`src/rtl/posit_pkg.sv`:
```
// Shared posit defaults, field-width derivations and the unpacked operand record.
package posit_pkg;

   localparam int unsigned POSIT_N  = 32;
   localparam int unsigned POSIT_ES = 2;

   function automatic int unsigned posit_sw(input int unsigned n, input int unsigned es);
      return $clog2(n) + es + 1;
   endfunction

   function automatic int unsigned posit_fw(input int unsigned n, input int unsigned es);
      return n - es - 2;
   endfunction

   localparam int unsigned POSIT_SW = posit_sw(POSIT_N, POSIT_ES);
   localparam int unsigned POSIT_FW = posit_fw(POSIT_N, POSIT_ES);

   typedef struct packed {
      logic                       sign;
      logic signed [POSIT_SW-1:0] scale;
      logic [POSIT_FW-1:0]        frac;
      logic                       zero;
      logic                       inf;
   } posit_unpacked_t;

endpackage

```
`src/rtl/posit_lzc.sv`:
```
// Leading-run counter: length of the run of pol_i bits from the MSB of bits_i.
module posit_lzc #(
   parameter  int unsigned W  = 31,
   localparam int unsigned CW = $clog2(W + 1)
) (
   input  logic [W-1:0]  bits_i,
   input  logic          pol_i,
   output logic [CW-1:0] count_o,
   output logic          all_same_o
);

   logic found;

   always_comb begin
      count_o = CW'(W);
      found   = 1'b0;
      for (int unsigned i = 0; i < W; i++) begin
         if (!found && (bits_i[W-1-i] != pol_i)) begin
            count_o = CW'(i);
            found   = 1'b1;
         end
      end
   end

   assign all_same_o = (count_o == CW'(W));

endmodule

```
`src/rtl/posit_decode_stream.sv`:
```
// 3-stage streaming posit decoder (sign/abs, regime, exponent+fraction).
// Optional POSIT_DECODE_SKID_EN: registered in_ready with a 1-entry skid buffer ahead of S1.
module posit_decode_stream
   import posit_pkg::*;
#(
   parameter  int unsigned N  = POSIT_N,
   parameter  int unsigned ES = POSIT_ES,
   localparam int unsigned SW = posit_sw(N, ES),
   localparam int unsigned FW = posit_fw(N, ES)
) (
   input  logic                 clk,
   input  logic                 reset,
   input  logic                 in_valid,
   output logic                 in_ready,
   input  logic [N-1:0]         in_data,
   output logic                 out_valid,
   input  logic                 out_ready,
   output logic                 out_sign,
   output logic signed [SW-1:0] out_scale,
   output logic [FW-1:0]        out_frac,
   output logic                 out_zero,
   output logic                 out_inf
);

   localparam int unsigned CW = $clog2(N);
   localparam int unsigned RW = N - 3;
   localparam logic signed [SW-1:0] K_ONE = SW'(1);

   logic adv;
   logic src_valid;
   logic [N-1:0] src_word;

   logic out_v_q;
   posit_unpacked_t out_q, out_d;

   assign adv = !out_v_q || out_ready;

`ifdef POSIT_DECODE_SKID_EN
   logic skid_full_q, skid_full_d;
   logic [N-1:0] skid_word_q, skid_word_d;

   // The skid only fills when a word is accepted in a cycle the pipe cannot advance.
   always_comb begin
      skid_full_d = skid_full_q;
      skid_word_d = skid_word_q;
      if (adv) begin
         skid_full_d = 1'b0;
      end else if (!skid_full_q && in_valid) begin
         skid_full_d = 1'b1;
         skid_word_d = in_data;
      end
   end

   always_ff @(posedge clk) begin
      if (reset) begin
         skid_full_q <= 1'b0;
         skid_word_q <= '0;
      end else begin
         skid_full_q <= skid_full_d;
         skid_word_q <= skid_word_d;
      end
   end

   assign in_ready  = !skid_full_q;
   assign src_valid = skid_full_q || in_valid;
   assign src_word  = skid_full_q ? skid_word_q : in_data;
`else
   assign in_ready  = adv;
   assign src_valid = in_valid;
   assign src_word  = in_data;
`endif

   logic         s1_v_q, s1_sign_q, s1_zero_q, s1_nar_q;
   logic [N-2:0] s1_body_q;
   logic [N-1:0] src_abs;
   logic         s1_sign_d, s1_zero_d, s1_nar_d;

   always_comb begin
      s1_sign_d = src_word[N-1];
      src_abs   = s1_sign_d ? (-src_word) : src_word;
      s1_zero_d = (src_word == '0);
      s1_nar_d  = (src_word == {1'b1, {(N-1){1'b0}}});
   end

   always_ff @(posedge clk) begin
      if (reset) begin
         s1_v_q    <= 1'b0;
         s1_sign_q <= 1'b0;
         s1_zero_q <= 1'b0;
         s1_nar_q  <= 1'b0;
         s1_body_q <= '0;
      end else if (adv) begin
         s1_v_q    <= src_valid;
         s1_sign_q <= s1_sign_d;
         s1_zero_q <= s1_zero_d;
         s1_nar_q  <= s1_nar_d;
         s1_body_q <= src_abs[N-2:0];
      end
   end

   logic                 run_pol, run_all;
   logic [CW-1:0]        run_len;
   logic [CW:0]          shamt;
   logic [N-2:0]         shifted;
   logic signed [SW-1:0] run_s, s2_k_d;
   logic [RW-1:0]        s2_rem_d;

   logic                 s2_v_q, s2_sign_q, s2_zero_q, s2_nar_q;
   logic signed [SW-1:0] s2_k_q;
   logic [RW-1:0]        s2_rem_q;

   assign run_pol = s1_body_q[N-2];

   posit_lzc #(.W(N - 1)) u_lzc (
      .bits_i     (s1_body_q),
      .pol_i      (run_pol),
      .count_o    (run_len),
      .all_same_o (run_all)
   );

   // Skip the run plus its terminator; a run filling the body leaves nothing behind.
   always_comb begin
      run_s    = $signed(SW'(run_len));
      s2_k_d   = run_pol ? (run_s - K_ONE) : (-run_s);
      shamt    = {1'b0, run_len} + (CW+1)'(1);
      shifted  = s1_body_q << shamt;
      s2_rem_d = run_all ? '0 : shifted[N-2:2];
   end

   always_ff @(posedge clk) begin
      if (reset) begin
         s2_v_q    <= 1'b0;
         s2_sign_q <= 1'b0;
         s2_zero_q <= 1'b0;
         s2_nar_q  <= 1'b0;
         s2_k_q    <= '0;
         s2_rem_q  <= '0;
      end else if (adv) begin
         s2_v_q    <= s1_v_q;
         s2_sign_q <= s1_sign_q;
         s2_zero_q <= s1_zero_q;
         s2_nar_q  <= s1_nar_q;
         s2_k_q    <= s2_k_d;
         s2_rem_q  <= s2_rem_d;
      end
   end

   logic [ES-1:0] exp_bits;

   always_comb begin
      exp_bits    = s2_rem_q[RW-1 -: ES];
      out_d.sign  = s2_sign_q;
      out_d.scale = (s2_k_q <<< ES) + $signed({{(SW-ES){1'b0}}, exp_bits});
      out_d.frac  = {1'b1, s2_rem_q[RW-ES-1:0]};
      out_d.zero  = 1'b0;
      out_d.inf   = 1'b0;
      if (s2_zero_q) begin
         out_d.sign  = 1'b0;
         out_d.scale = '0;
         out_d.frac  = '0;
         out_d.zero  = 1'b1;
      end else if (s2_nar_q) begin
         out_d.sign  = 1'b1;
         out_d.scale = '0;
         out_d.frac  = '0;
         out_d.inf   = 1'b1;
      end
   end

   always_ff @(posedge clk) begin
      if (reset) begin
         out_v_q <= 1'b0;
         out_q   <= '0;
      end else if (adv) begin
         out_v_q <= s2_v_q;
         out_q   <= out_d;
      end
   end

   logic unused_bits;
   assign unused_bits = ^{src_abs[N-1], shifted[1:0]};

   assign out_valid = out_v_q;
   assign out_sign  = out_q.sign;
   assign out_scale = out_q.scale;
   assign out_frac  = out_q.frac;
   assign out_zero  = out_q.zero;
   assign out_inf   = out_q.inf;

endmodule
```
`config.mk`:
```
export PLATFORM = sky130hd
export DESIGN_NAME = posit_decode_stream
export DESIGN_NICKNAME = d
export VERILOG_FILES = /design/src/rtl/posit_pkg.sv /design/src/rtl/posit_lzc.sv /design/src/rtl/posit_decode_stream.sv
export SDC_FILE = /design/constraint.sdc
export NUM_CORES = 1
export LEC_CHECK = 0
export BUFFER_PORTS_ARGS = -buffer_cell sky130_fd_sc_hd__buf_4
export CORE_ASPECT_RATIO = 1.5
export CORE_MARGIN = 4
export CORE_UTILIZATION = 45
export CTS_CLUSTER_SIZE = 40
export DETAILED_ROUTE_END_ITERATION = 16
export GPL_ROUTABILITY_DRIVEN = 0
export PLACE_DENSITY = 0.65
export SETUP_SLACK_MARGIN = 0.4
export SYNTH_ARGS = -nofsm -noshare
export SYNTH_HDL_FRONTEND = slang
export SYNTH_SLANG_ARGS = --single-unit
```
`constraint.sdc`:
```
create_clock -name clk -period 6.1 [get_ports clk]
set_input_delay 0.305 -clock clk [delete_from_list [all_inputs] [get_ports clk]]
set_output_delay 0.305 -clock clk [all_outputs]
set_load 0.05 [all_outputs]
```
; Word-level counts from Yosys, hierarchy flattened
; Cells that the tools add are included.
[op_classes]
addsub = 5
eq_ne = 32
shift = 1
mux = 67
reduce_logical = 61
[ops]
columns = operator, count
row1 = 2-to-1 mux 5 bit, 30
row2 = 2-to-1 mux 37 bit, 2
row3 = equality test 32 bit (second input constant), 1
row4 = zero test 32 bit, 1
row5 = 2-to-1 mux 1 bit, 32
row6 = 2-to-1 mux 31 bit, 1
row7 = negation 31 bit, 1
row8 = left shift 31 x 6 -> 31 bit, 1
row9 = zero test 1 bit, 30
row10 = != test 1 bit, 30
row11 = logical AND 1 bit, 29
row12 = 2-to-1 mux 29 bit, 1
row13 = adder 8 x 3 -> 8 bit, 1
row14 = adder 5 x 1 -> 6 bit (second input constant), 1
row15 = 2-to-1 mux 6 bit, 1
row16 = negation 5 -> 6 bit, 1
row17 = subtractor 5 x 1 -> 6 bit (second input constant), 1
row18 = equality test 5 bit (second input constant), 1
row19 = logical OR 1 bit, 1
[totals]
reg_bits = 114
in_bits = 36
output_inout_bits = 41

; Logic depth before layout (Yosys ltp)
[depth]
depth_word = 92
ltp_mapped = 20

; Hierarchy
; A second synthesis with hierarchy kept.
[hier_totals]
hier_cells = 863
hier_area_um2 = 7319.5
[modules_own_cells]
columns = module, instances, cells_per_inst, area_each_um2, seq_area_each_um2
row1 = posit_decode_stream, 1, 726, 6457.4, 2282.2
row2 = posit_lzc, 1, 137, 862.1, 0.0

; Worst setup path before layout
; OpenSTA, ideal clock, no wires.
[synth_path]
path_type = flip-flop to flip-flop
start = register s1_body_q[27]
end = register s2_rem_q[27]
setup_time_ps = 117
arrival_time_ps = 4356
required_ps = 5983
path_slack_ps = 1627
stages_incl_launch_ff = 18
period_less_slack_ps = 4473
path_cell_list = dfxtp_1 > buf_6 > or4_4 > o22ai_4 > a311oi_1 > nor4_2 > nor4_2 > and2_1 > buf_6 > buf_12 > buf_6 > ha_1 > clkbuf_1 > clkbuf_1 > mux4_2 > mux4_2 > a22oi_1 > nand2_1
[synth_between]
elab_chain_len = 87
word_cells_on_any_way = 115
classes_between = add/sub: 1 / eq/ne: 2 / shift: 1 / mux: 56 / reduce/logical: 55
[synth_rtl]
columns = item, line
row1 = start: declaration, posit_decode_stream.sv:74  ; logic [N-2:0] s1_body_q;
row2 = start signal: assignment, posit_decode_stream.sv:97  ; s1_body_q <= src_abs[N-2:0];
row3 = != test 1 bit, posit_lzc.sv:18  ; if (!found && (bits_i[W-1-i] != pol_i)) begin
row4 = logical AND 1 bit, posit_lzc.sv:18
row5 = 2-to-1 mux 1 bit, posit_lzc.sv:18
row6 = zero test 1 bit, posit_lzc.sv:18
row7 = logical AND 1 bit, posit_lzc.sv:18
row8 = 2-to-1 mux 1 bit, posit_lzc.sv:18
row9 = zero test 1 bit, posit_lzc.sv:18
row10 = logical AND 1 bit, posit_lzc.sv:18
row11 = (+71 left out), -
row12 = logical AND 1 bit, posit_lzc.sv:18
row13 = 2-to-1 mux 1 bit, posit_lzc.sv:18
row14 = zero test 1 bit, posit_lzc.sv:18
row15 = logical AND 1 bit, posit_lzc.sv:18
row16 = 2-to-1 mux 5 bit, posit_lzc.sv:18
row17 = adder 5 x 1 -> 6 bit, posit_decode_stream.sv:125  ; shamt = {1'b0, run_len} + (CW+1)'(1);
row18 = left shift 31 x 6 -> 31 bit, posit_decode_stream.sv:126  ; shifted = s1_body_q << shamt;
row19 = 2-to-1 mux 29 bit (*), posit_decode_stream.sv:127  ; s2_rem_d = run_all ? '0 : shifted[N-2:2];
row20 = end signal: assignment, posit_decode_stream.sv:144  ; s2_rem_q <= s2_rem_d;
row21 = end: declaration, posit_decode_stream.sv:110  ; logic [RW-1:0] s2_rem_q;
; Every way passes the cells marked *; elsewhere a longest branch is shown, timed or not.
; A chain may end at the register's enable or synchronous reset.

; Final worst setup path
[layout_path]
start = register s1_body_q[30]
end = register s2_rem_q[23]
[layout_between]
elab_chain_len = 92
word_cells_on_any_way = 151
classes_between = add/sub: 1 / eq/ne: 31 / shift: 1 / mux: 60 / reduce/logical: 58
[layout_rtl]
columns = item, line
row1 = != test 1 bit, posit_lzc.sv:18
row2 = 2-to-1 mux 1 bit, posit_lzc.sv:18
row3 = zero test 1 bit, posit_lzc.sv:18
row4 = logical AND 1 bit, posit_lzc.sv:18
row5 = 2-to-1 mux 1 bit, posit_lzc.sv:18
row6 = zero test 1 bit, posit_lzc.sv:18
row7 = logical AND 1 bit, posit_lzc.sv:18
row8 = 2-to-1 mux 1 bit, posit_lzc.sv:18
row9 = (+76 left out), -
row10 = logical AND 1 bit, posit_lzc.sv:18
row11 = 2-to-1 mux 1 bit, posit_lzc.sv:18
row12 = zero test 1 bit, posit_lzc.sv:18
row13 = logical AND 1 bit, posit_lzc.sv:18
row14 = 2-to-1 mux 5 bit, posit_lzc.sv:18
row15 = adder 5 x 1 -> 6 bit, posit_decode_stream.sv:125
row16 = left shift 31 x 6 -> 31 bit, posit_decode_stream.sv:126
row17 = 2-to-1 mux 29 bit (*), posit_decode_stream.sv:127
; Marks and branches as above.

==> summary.md <==
| Metric | Value |
|---|---|
| Die width | `110.2 um` |
| Mapped cell area | `7053 sq um` |
| Final Hold Vio Count | `0` |
| Syn Inst Count | `778` |
| First-pass GRT wire length | `29810 um` |
| # nets final | `853` |
| Placed cell area | `7660 sq um` |
| CP startpoint kind | `flip-flop` |
| Power per cell area | `362.9 nW/um^2` |
| RSZ-0062 raised after global routing | `no` |
| Cts hold-fix bufs | `0` |
| Worst Tran Pin Value | `1.094 ns` |
| Drt total wl | `18170 um` |
| Critical path arrival | `5.21 ns` |
| Worst-Skew Late Latency | `0.41 ns` |
| Residual DRC count | `0` |
| Row count | `55` |
| Final period util | `0.8152` |
| Core footprint | `15210 sq um` |
| Rel. slew slack | `0.2671` |
| Setup tns final | `0 ns` |
| Clock sink count | `114` |
| Seq/Total Area, Yosys | `0.3236` |
| Worst Setup End Kind | `flip-flop` |
| Seq cells post-synth | `114` |
| CTS Root Cell | `clkbuf_16` |
| DR vias | `6252` |
| Pre-antenna DRT Iters | `5` |
| Slew Limit Fails | `0` |
| Final HPWL DP | `13090 um` |
| Clk buf depth | `2` |
| Starting DRT DRC Count | `450` |
| Initial core utilization | `0.4638` |
| Post-CTS sizing | `0` |
| Asr flop ratio synth | `0` |
| Ys flop type | `dfxtp_1` |
| Residual overflow from global routing | `0` |
| H-tree levels | `4` |
| Netlist cell types | `72` |
| Synth warnings | `0` |
| Die Height | `161.3 um` |
| Final Instance Area | `8267 sq um` |
| Slowest-stage cell, CP | `dfxtp_1` |
| Fill cells | `1382` |
| Worst-path clk slew | `0.06 ns` |
| Final ANT Viol Nets | `0` |
| Max IR drop VDD | `180.2 uV` |
| Net Count, Synth | `818` |
| Critical path peak fanout | `30` |
| Kind of critical path | `reg2reg` |
| Final Critical Period | `4.973 ns` |
| Worst path required time | `6.34 ns` |
| Total power | `0.003000 W` |
| Setup-failing EPs final | `0` |
| Initial antenna violation count | `0` |
| Wirelength per Cell | `17.73 um` |
| Crit-path max cell delay | `0.93 ns` |
| Gr usage total | `0.2101` |
| Min-Delay Path Class | `in2reg` |
| Fmax | `201.1 MHz` |
| Leakage | `3.333 nW` |
| Largest net degree at the start of global routing | `105` |
| Layout cells sized above 1 | `0.2070` |
| # port buffers | `76` |
| Most used cell, CP | `a32oi_1` |
| IO Count | `77` |
| Status | `completed` |
| CTS tree | `built` |
| TritonCTS Buffers | `17` |
| Synthesized area per cell | `9.066 sq um` |
| Worst-path cell chain | `nand3_1 -> o2bb2ai_1 -> o21ai_0 -> a32oi_1 -> o31a_1 -> nand4_1 -> xor2_4 -> buf_4 -> mux2_2 -> a32oi_1 -> a31oi_1` |
| Post-CTS Setup Inserts | `0` |
| Post-synth EDFFs | `0` |
| # Max-Cap Violations | `0` |
| Die ar. | `17780 sq um` |
| Placed cells | `993` |
| Smallest hold slack | `0.1558 ns` |
| Antenna cells | `0` |
| Via density per instance | `6.100` |
| Vias in the first global route | `5887` |
| Area grow syn2layout | `17.21%` |
| Non-Filler Instances | `1025` |
| Clock Skews | `0.008693 ns` |
==> cell usage after synthesis (all sizes together), types with 7 or more instances <==
cell type  instances  area share
dfxtp            114        0.32
o31ai              8      0.0085
nor2b              8      0.0071
clkbuf            54       0.029
a32oi              7      0.0087
xnor2              9       0.011
o21ai             16       0.011
buf               17       0.019
or3               12       0.011
or4                9       0.010
a22oi             39       0.042
a21oi             28       0.020
nand4              7      0.0083
a211oi            44       0.047
inv                8      0.0043
nand2             58       0.031
mux4              35        0.12
nor3              12      0.0085
mux2              11       0.018
nor2              97       0.052
nand2b            10      0.0089
mux2i             24       0.034
xor2              30       0.037
or2                7      0.0062
and3               8      0.0071
nand3             17       0.012
==> metal layers <==
metal,vias up,routed length (um),GRT usage,part of all wire
met5,-,0,0,0
met4,0,805,0.1014,0.044
met3,54,970,0.04438,0.053
met2,250,9129,0.3508,0.50
met1,2918,7268,0.2530,0.40
li1,3030,-,-,-
==> final timing paths <==
kind | start | endpoint | slack (ns) | cells after the start
max | s1_body_q[30] | s2_rem_q[23] | 1.13 | 11
min | in_valid | s1_v_q | 0.16 | 3
max reg2reg | s1_body_q[30] | s2_rem_q[23] | 1.13 | 11
min reg2reg | s2_rem_q[27] | s2_rem_q[27] | 0.44 | 2
==> cell families (layout without fill, tap and decap cells) <==
kind of cell / Yosys count / count (layout) / synth area share
XOR/XNOR: 39 / 39 / 0.04843
AO/OA/AOI/OAI: 200 / 200 / 0.2074
multiplexers: 70 / 70 / 0.1703
flip-flops: 114 / 114 / 0.3236
AND/OR/NAND/NOR: 272 / 272 / 0.1916
adder cells (fa/ha/maj): 4 / 4 / 0.007096
buffers and inverters: 79 / 127 / 0.05162
==> area by class of cell <==
cell class                 count  area (sq um)  share of cell area
sequential                   114          2282              0.2761
tap                          199         249.0             0.03012
timing repair buffer          87         653.1             0.07901
clock inverter                15         181.4             0.02195
clock buffer                  17         425.4             0.05146
multi-input combinational    585          4446              0.5378
inverter                       8         30.03            0.003633
==> cells in the final DEF, fill, tap and decap left out, types with 5 or more instances in the layout <==
cell / synthesis / final
nor2b_1: 8 / 7
nand3_1: 17 / 17
a22oi_1: 39 / 39
nand3b_1: 6 / 6
o21ai_0: 15 / 15
xor2_1: 30 / 28
and2_1: 6 / 6
or3_1: 12 / 12
nand2_1: 58 / 58
inv_1: 7 / 7
clkbuf_16: 0 / 17
o31ai_1: 8 / 8
mux4_1: 13 / 13
nor3_1: 12 / 11
a211oi_1: 44 / 44
a21oi_1: 28 / 28
mux2_2: 11 / 11
nand4_1: 6 / 6
a31oi_1: 6 / 6
buf_4: 3 / 87
dfxtp_1: 114 / 114
mux4_2: 22 / 22
nand2b_1: 10 / 10
o41ai_1: 5 / 5
a32oi_1: 7 / 7
or2_2: 7 / 7
or4_1: 8 / 8
nor2_1: 97 / 97
a22o_1: 6 / 6
and3_1: 8 / 8
mux2i_1: 24 / 24
xnor2_1: 9 / 9
==> metrics by stage <==
step / setup slack, ns / util
6_report: 1.127 / 0.5436
5_1_grt: 0.7706 / 0.5436
4_1_cts: 1.226 / 0.5436
3_5_place_dp: 1.237 / 0.5037
3_3_place_gp: 1.459 / 0.5037
2_1_floorplan: 1.627 / -
==> critical path: cells and delay by family (launching register included) <==
kind                   cells  cell delay [ns]
buffers and inverters      1             0.34
multiplexers               1             0.36
AND/OR/NAND/NOR            2             0.63
AO/OA/AOI/OAI              6             1.72
XOR/XNOR                   1             0.81
flip-flops                 1             0.93
==> flip-flops by register name (all words and copies together) (netlist names), 6 cells and up <==
signal,flops
out_frac,28
out_scale,8
s2_rem_q,29
s1_body_q,31
s2_k_q,6
==> report_power, final <==
group          internal (W)  switching [W]  total (W)
registers          0.000861       0.000108   0.000969
logic              0.000454       0.000562    0.00102
clock network      0.000645       0.000370    0.00102
(Power assumes the default switching activity.)
